==> src/rtl/multicycle_control.sv <==
// Multi-cycle sequencer for the RV32I datapath: steps FETCH/DECODE/EXEC/MEM/WB
// and drives datapath enables, operand/writeback muxes and a shared req/ready memory port.
module multicycle_control #(
  parameter bit RESET_HALT = 1'b0
) (
  input  logic       clk,
  input  logic       rst_n,
  input  logic [4:0] opcode,
  input  logic [2:0] funct3,
  input  logic       branch_taken,
  input  logic       mem_ready,
  output logic       mem_req,
  output logic       mem_we,
  output logic       mem_addr_sel,
  output logic       ir_we,
  output logic       pc_we,
  output logic       pc_src,
  output logic [1:0] alu_src_a,
  output logic [1:0] alu_src_b,
  output logic       reg_we,
  output logic [1:0] wb_sel,
  output logic       retire,
  output logic       halted,
  output logic       illegal
);

  typedef enum logic [2:0] {
    S_FETCH, S_DECODE, S_EXEC, S_MEM, S_WB, S_HALT, S_TRAP
  } state_e;

  typedef enum logic [3:0] {
    C_LOAD, C_STORE, C_OP_IMM, C_OP, C_LUI, C_AUIPC,
    C_BRANCH, C_JAL, C_JALR, C_SYSTEM, C_ILLEGAL
  } cls_e;

  localparam logic [4:0] OPC_LOAD   = 5'b00000;
  localparam logic [4:0] OPC_STORE  = 5'b01000;
  localparam logic [4:0] OPC_OP_IMM = 5'b00100;
  localparam logic [4:0] OPC_OP     = 5'b01100;
  localparam logic [4:0] OPC_LUI    = 5'b01101;
  localparam logic [4:0] OPC_AUIPC  = 5'b00101;
  localparam logic [4:0] OPC_BRANCH = 5'b11000;
  localparam logic [4:0] OPC_JAL    = 5'b11011;
  localparam logic [4:0] OPC_JALR   = 5'b11001;
  localparam logic [4:0] OPC_SYSTEM = 5'b11100;

  localparam logic [1:0] A_RS1  = 2'd0;
  localparam logic [1:0] A_PC   = 2'd1;
  localparam logic [1:0] A_ZERO = 2'd2;
  localparam logic [1:0] B_RS2  = 2'd0;
  localparam logic [1:0] B_IMM  = 2'd1;
  localparam logic [1:0] WB_ALU = 2'd0;
  localparam logic [1:0] WB_MEM = 2'd1;
  localparam logic [1:0] WB_PC4 = 2'd2;

  state_e state_q, state_d;
  cls_e   cls_q, cls_dec;

  always_comb begin
    case (opcode)
      OPC_LOAD:   cls_dec = C_LOAD;
      OPC_STORE:  cls_dec = C_STORE;
      OPC_OP_IMM: cls_dec = C_OP_IMM;
      OPC_OP:     cls_dec = C_OP;
      OPC_LUI:    cls_dec = C_LUI;
      OPC_AUIPC:  cls_dec = C_AUIPC;
      OPC_BRANCH: cls_dec = C_BRANCH;
      OPC_JAL:    cls_dec = C_JAL;
      OPC_JALR:   cls_dec = C_JALR;
      OPC_SYSTEM: cls_dec = (funct3 == 3'b000) ? C_SYSTEM : C_ILLEGAL;
      default:    cls_dec = C_ILLEGAL;
    endcase
  end

  // NOTE: sequential state uses non-blocking assignments so every flop samples pre-edge values.
  always_ff @(posedge clk or negedge rst_n) begin
    if (!rst_n) state_q <= RESET_HALT ? S_HALT : S_FETCH;
    else        state_q <= state_d;
  end

  // Class is captured once in DECODE so later IR/opcode changes cannot disturb EXEC/MEM/WB.
  always_ff @(posedge clk or negedge rst_n) begin
    if (!rst_n)                     cls_q <= C_ILLEGAL;
    else if (state_q == S_DECODE)   cls_q <= cls_dec;
  end

  // NOTE: every output and state_d gets a default first so no path infers a latch.
  always_comb begin
    state_d      = state_q;
    mem_req      = 1'b0;
    mem_we       = 1'b0;
    mem_addr_sel = 1'b0;
    ir_we        = 1'b0;
    pc_we        = 1'b0;
    pc_src       = 1'b0;
    alu_src_a    = A_RS1;
    alu_src_b    = B_RS2;
    reg_we       = 1'b0;
    wb_sel       = WB_ALU;
    retire       = 1'b0;
    halted       = 1'b0;
    illegal      = 1'b0;

    // Outputs are forced low for the whole reset window, including a fetch caught mid-wait.
    if (rst_n) begin
      case (state_q)
        S_FETCH: begin
          mem_req = 1'b1;
          if (mem_ready) begin
            ir_we   = 1'b1;
            state_d = S_DECODE;
          end
        end
        S_DECODE: begin
          case (cls_dec)
            C_SYSTEM:  state_d = S_HALT;
            C_ILLEGAL: state_d = S_TRAP;
            default:   state_d = S_EXEC;
          endcase
        end
        S_EXEC: begin
          case (cls_q)
            C_OP: state_d = S_WB;
            C_OP_IMM: begin
              alu_src_b = B_IMM;
              state_d   = S_WB;
            end
            C_LOAD, C_STORE: begin
              alu_src_b = B_IMM;
              state_d   = S_MEM;
            end
            C_LUI: begin
              alu_src_a = A_ZERO;
              alu_src_b = B_IMM;
              state_d   = S_WB;
            end
            C_AUIPC: begin
              alu_src_a = A_PC;
              alu_src_b = B_IMM;
              state_d   = S_WB;
            end
            C_BRANCH: begin
              alu_src_a = A_PC;
              alu_src_b = B_IMM;
              pc_we     = 1'b1;
              pc_src    = branch_taken;
              retire    = 1'b1;
              state_d   = S_FETCH;
            end
            C_JAL, C_JALR: begin
              alu_src_a = (cls_q == C_JAL) ? A_PC : A_RS1;
              alu_src_b = B_IMM;
              pc_we     = 1'b1;
              pc_src    = 1'b1;
              reg_we    = 1'b1;
              wb_sel    = WB_PC4;
              retire    = 1'b1;
              state_d   = S_FETCH;
            end
            default: state_d = S_TRAP;
          endcase
        end
        S_MEM: begin
          mem_req      = 1'b1;
          mem_addr_sel = 1'b1;
          mem_we       = (cls_q == C_STORE);
          if (mem_ready) begin
            if (cls_q == C_STORE) begin
              pc_we   = 1'b1;
              retire  = 1'b1;
              state_d = S_FETCH;
            end else begin
              state_d = S_WB;
            end
          end
        end
        S_WB: begin
          reg_we  = 1'b1;
          wb_sel  = (cls_q == C_LOAD) ? WB_MEM : WB_ALU;
          pc_we   = 1'b1;
          retire  = 1'b1;
          state_d = S_FETCH;
        end
        S_HALT:  halted  = 1'b1;
        S_TRAP:  illegal = 1'b1;
        default: state_d = S_TRAP;
      endcase
    end
  end

endmodule
==> config.mk <==
export PLATFORM = sky130hd
export DESIGN_NAME = multicycle_control
export DESIGN_NICKNAME = d
export VERILOG_FILES = /design/src/rtl/multicycle_control.sv
export SDC_FILE = /design/constraint.sdc
export NUM_CORES = 1
export LEC_CHECK = 0
export BUFFER_PORTS_ARGS = -buffer_cell sky130_fd_sc_hd__buf_2
export CORE_MARGIN = 2
export CORE_UTILIZATION = 44
export CTS_CLUSTER_SIZE = 30
export DETAILED_ROUTE_END_ITERATION = 16
export GPL_ROUTABILITY_DRIVEN = 0
export PLACE_DENSITY = 0.76
export SLEW_MARGIN = 20
export SYNTH_ARGS = -nofsm -noshare
export SYNTH_HDL_FRONTEND = slang
export SYNTH_SLANG_ARGS = --single-unit
==> constraint.sdc <==
create_clock -name clk -period 1.6 [get_ports clk]
set_clock_uncertainty 0.15 [all_clocks]
set_input_delay 0.16 -clock clk [delete_from_list [all_inputs] [get_ports clk]]
set_output_delay 0.16 -clock clk [all_outputs]
set_load 0.05 [all_outputs]
==> flow_metrics.tcl, run 1 <==
set metrics [dict create \
    status "stopped before the end" \
    lastStage "global routing (5_1_grt)" \
    error_line "[ERROR DPL-0038] Utilization greater than 100%, impossible to legalize" \
    syn-cell-area_um2 784.5 \
    clockBufferDepth 2 \
    synth_warnings 0 \
    initial_core_util 0.4593 \
    htreeDepth 1 \
    dp_cells 179 \
    die_x_um 46.23 \
    synth_edf_count 0 \
    cts_root_buf "clkbuf_4" \
    avgSynthCellArea_um2 7.004 \
    yosysUniqueCellTypes 40 \
    syn_nets 124 \
    synthFlopType "dfrtp_1" \
    yosysTopAreaCell "dfrtp_1" \
    syn_inst 112 \
    grt_max_degree 9 \
    clock_sinks 7 \
    synth_seq_cells 7 \
    die_y_um 46.23 \
    worst_endpoint_kind "top-level output" \
    ys_seq_area_frac 0.2265 \
    synth_top_area_frac 0.1595 \
    synthTopCellsByArea "dfrtp_1 16%, dfstp_2 6.7%, nor2_1 6.2%" \
    rows 15 \
    synthArstFlopShare 1.000 \
    port_buffers 26 \
    pre_cts_ws_ns -0.07642 \
    numCtsBuffers 3 \
    dp_hpwl_um 1864 \
    ios 28 \
    grt-worst-endpoint "pc_we" \
]
[cell families after synthesis]
group | Yosys count | share of synthesized area
DFF | 7 | 0.2265
and+or+nand+nor | 51 | 0.3413
xor gates and xnor gates | 2 | 0.02233
muxes | 3 | 0.03987
other | 1 | 0.004780
AOI/OAI and AO/OA | 31 | 0.2584
buffers and inverters | 17 | 0.1069
[stage by stage]
| stage | TNS, ns | utilization | instance area (um2) |
|---|---|---|---|
| 4_1_cts | -2.145 | 0.8916 | 1523 |
| 3_5_place_dp | -0.4379 | 0.6974 | 1191 |
| 3_3_place_gp | -0.2582 | 0.6974 | 1191 |
| 2_1_floorplan | -0.8175 | - | 925.9 |
[synthesized netlist by cell type (2+ instances only)]
cell type and n:
inv_1 7, buf_2 4, a21oi_1 9, nand2b_1 2, o22ai_1 2, nor2b_1 3
and3_1 3, mux2i_1 2, dfrtp_1 5, o211ai_1 3, dfstp_2 2, nor2_1 13
nand3b_1 2, nand2_1 10, nor3_1 6, clkbuf_1 2, nor3b_1 2, o21ai_0 7
nand3_1 4, buf_4 4
[repair_timing]
action | CTS
hold endpoints to repair | 7
hold buffers | 2
setup buffers | 8
resized for setup | 63
setup endpoints to repair | 17
pin swaps | 14
==> inputs of run 2 (changes only) <==
- CORE_AREA: not set -> 2 2 63 65
- CORE_MARGIN: 2 -> not set
- CORE_UTILIZATION: 44 -> not set
- CTS_CLUSTER_SIZE: 30 -> not set
- DIE_AREA: not set -> 0 0 65 67
- PLACE_DENSITY: 0.76 -> not set
- PLACE_DENSITY_LB_ADDON: not set -> 0.15
- clock period: 1.6 -> 2.1 ns (I/O delays scaled with it)
==> run 2 against run 1 <==
Against the previous run: the flow now finishes without violations; synthesized cell count unchanged; synthesized area is the same.
==> flow_metrics.tcl, run 2 <==
set metrics [dict create \
    cp_num_cells 5 \
    drt-total-wl_um 2301 \
    power.total_uw 1460 \
    p_leak_uw 0.0005244 \
    syn_nets 124 \
    status "finished clean" \
    ys_seq_area_frac 0.2265 \
    hold_viol_final 0 \
    synth_top_area_frac 0.1595 \
    ant_nets 0 \
    clkTransAtPathRegs_ns 0.04 \
    synth_edf_count 0 \
    setup_viol 0 \
    report.final.slew_viol_count 0 \
    cp_slowest_cell "dfstp_2" \
    grt_pass1_wl_um 3898 \
    cp.arrival_ns 1.69 \
    cts_tree "yes" \
    final_common_cell "buf_2" \
    numCtsBuffers 3 \
    initial_core_util 0.2176 \
    cp_num_buf_inv 1 \
    worstPathRequired_ns 1.74 \
    viasPerCell 4.736 \
    wl_per_cell_um 11.92 \
    grt_overflow 0 \
    max_flop_register "cls_q" \
    die_area_um2 4355 \
    peakVddDrop_mv 0.2222 \
    synth_most_common_cell "nor2_1" \
    r2r_cells 6 \
    holdPathStages 3 \
    synth_seq_cells 7 \
    rows 22 \
    power_frac_seq 0.256 \
    critical-path-top-delay-family "flip-flops" \
    maxCapViolCount 0 \
    path_cells "nor2_1 -> and4b_1 -> a211oi_2 -> nor2_4 -> clkbuf_4" \
    synthFlopType "dfrtp_1" \
    cp-end-kind "primary output" \
    power.share.clock 0.129 \
    avgSynthCellArea_um2 7.004 \
    yosysTopAreaCell "dfrtp_1" \
    grt_pass1_vias 870 \
    finalCritPeriodShare 0.9763 \
    synth_warnings 0 \
    cts_root_buf "clkbuf_8" \
    diodes 0 \
    clockBufferDepth 2 \
    grt_max_degree 15 \
    pre_cts_ws_ns 0.1570 \
    dp_hpwl_um 1870 \
    ios 28 \
    synthTopCellsByArea "dfrtp_1 16%, dfstp_2 6.7%, nor2_1 6.2%" \
    power_density_nw_per_um2 1302 \
    p_sw_uw 722.4 \
    syn_to_final_growth_pct 42.90 \
    worst_path_largest_cell_delay_ns 0.59 \
    clock_sinks 7 \
    syn_inst 112 \
    dr.pass1.iters 2 \
    yosys-top-cells-count "13 x nor2_1, 10 x nand2_1, 9 x a21oi_1" \
    yosysUniqueCellTypes 40 \
    fin_nets 158 \
    dp_cells 185 \
    rsz0062_at_grt "yes" \
    port_buffers 26 \
    fin_cells 193 \
    first_iter_violations 36 \
    top_regs "cls_q (4), state_q (3)" \
    htreeDepth 1 \
    p_sw_frac 0.4948 \
    antenna_found_initial 0 \
    worstSetupStartpointType "flip-flop" \
    fin_crit_ns 2.050 \
    die_y_um 67 \
    via_count 914 \
    hold_class "input port to flip-flop" \
    gr-usage-all-layers 0.1167 \
    clock_latency_ns 0.22 \
    critPathKind "flip-flop to primary output" \
    layout_common_cells "23 x buf_2, 12 x buf_4, 11 x nor2_1, 10 x nand2_1, 9 x a21oi_1" \
    worst_slack_ns 0.04982 \
    timing.fmax_ghz 0.4878 \
    drc 0 \
    coreArea_um2 3606 \
    die_x_um 65 \
    internal_power_uw 737.7 \
    layout-drive-gt1-share 0.4138 \
    crit_fanout 7 \
    syn-cell-area_um2 784.5 \
    synthArstFlopShare 1.000 \
    pwr-share-comb 0.615 \
    largest_reg_flops 4 \
]
-- run 2: cell counts after synthesis --
Identical to the previous run, type by type.
-- run 2: kinds of logic after synthesis --
group / count (synthesis) / share of synthesized area
and+or+nand+nor: 51 / 0.3413
AOI/OAI and AO/OA: 31 / 0.2584
buffers and inverters: 17 / 0.1069
DFF: 7 / 0.2265
muxes: 3 / 0.03987
xor gates and xnor gates: 2 / 0.02233
other: 1 / 0.004780
-- run 2: what timing repair did --
item,4_1_cts,5_1_grt
pin swaps,1,1
setup endpoints to repair,2,5
resized for setup,1,8
hold buffers,1,0
endpoints found under the hold margin,5,0
cloned,0,0
setup buffers,0,3
-- run 2: cell type report --
cell class | instances | area (um2)
multi-input cells | 88 | 571.8
well taps | 48 | 60.06
fillers | 400 | 2485
repair buffers | 39 | 237.7
clock buffers | 4 | 45.04
flip-flops and latches | 7 | 180.2
inverters | 7 | 26.28
-- run 2: worst paths after layout --
| kind | from | endpoint | slack (ns) |
|---|---|---|---|
| worst max-delay path | cls_q[1]$_DFFE_PN1P_ | pc_we | 0.05 |
| worst min-delay path | opcode[0] | cls_q[0]$_DFFE_PN0P_ | 0.20 |
| worst max register to register | state_q[0]$_DFFE_PN0P_ | state_q[2]$_DFFE_PN0P_ | 0.35 |
| worst min register to register | cls_q[3]$_DFFE_PN1P_ | cls_q[3]$_DFFE_PN1P_ | 0.46 |
| max in group asynchronous | rst_n | cls_q[3]$_DFFE_PN1P_ | 1.22 |
| min in group asynchronous | rst_n | cls_q[2]$_DFFE_PN0P_ | 0.36 |
-- run 2: through the flow --
step / hold WS [ns] / TNS [ns] / cell area [um2] / utilization
3_5_place_dp: 0.04775 / 0 / 1018 / 0.2824
3_3_place_gp: 0.04722 / 0 / 1018 / 0.2824
2_1_floorplan: -0.2356 / -0.06346 / 818.3 / -
6_report: 0.1988 / 0 / 1121 / 0.3109
5_1_grt: 0.2196 / -0.03706 / 1121 / 0.3109
4_1_cts: 0.1960 / 0 / 1079 / 0.2991
-- run 2: routing by layer --
layer / wire, um / vias to the layer above / track usage
li1: - / 461 / -
met1: 998 / 426 / 0.1317
met2: 1135 / 23 / 0.2010
met3: 96 / 4 / 0.01689
met4: 70 / 0 / 0.08245
met5: 0 / - / 0
-- run 2: worst reg2reg max path: cells and delay by family, from the launching register on --
kind	cells	cell delay, ns
compound gates	2	0.43
buf+inv	1	0.21
flops	1	0.50
simple gates	3	0.38
-- run 2: power groups by stage --
| stage | clock, uW | combinational (uW) | sequential [uW] |
|---|---|---|---|
| after floorplan | 0 | 744 | 250 |
| after global placement | 0 | 843 | 374 |
| after detailed placement | 0 | 836 | 376 |
| after CTS | 194 | 849 | 373 |
| after global routing | 201 | 986 | 402 |
| final | 188 | 898 | 374 |
Power figures use the tool's default switching activity.
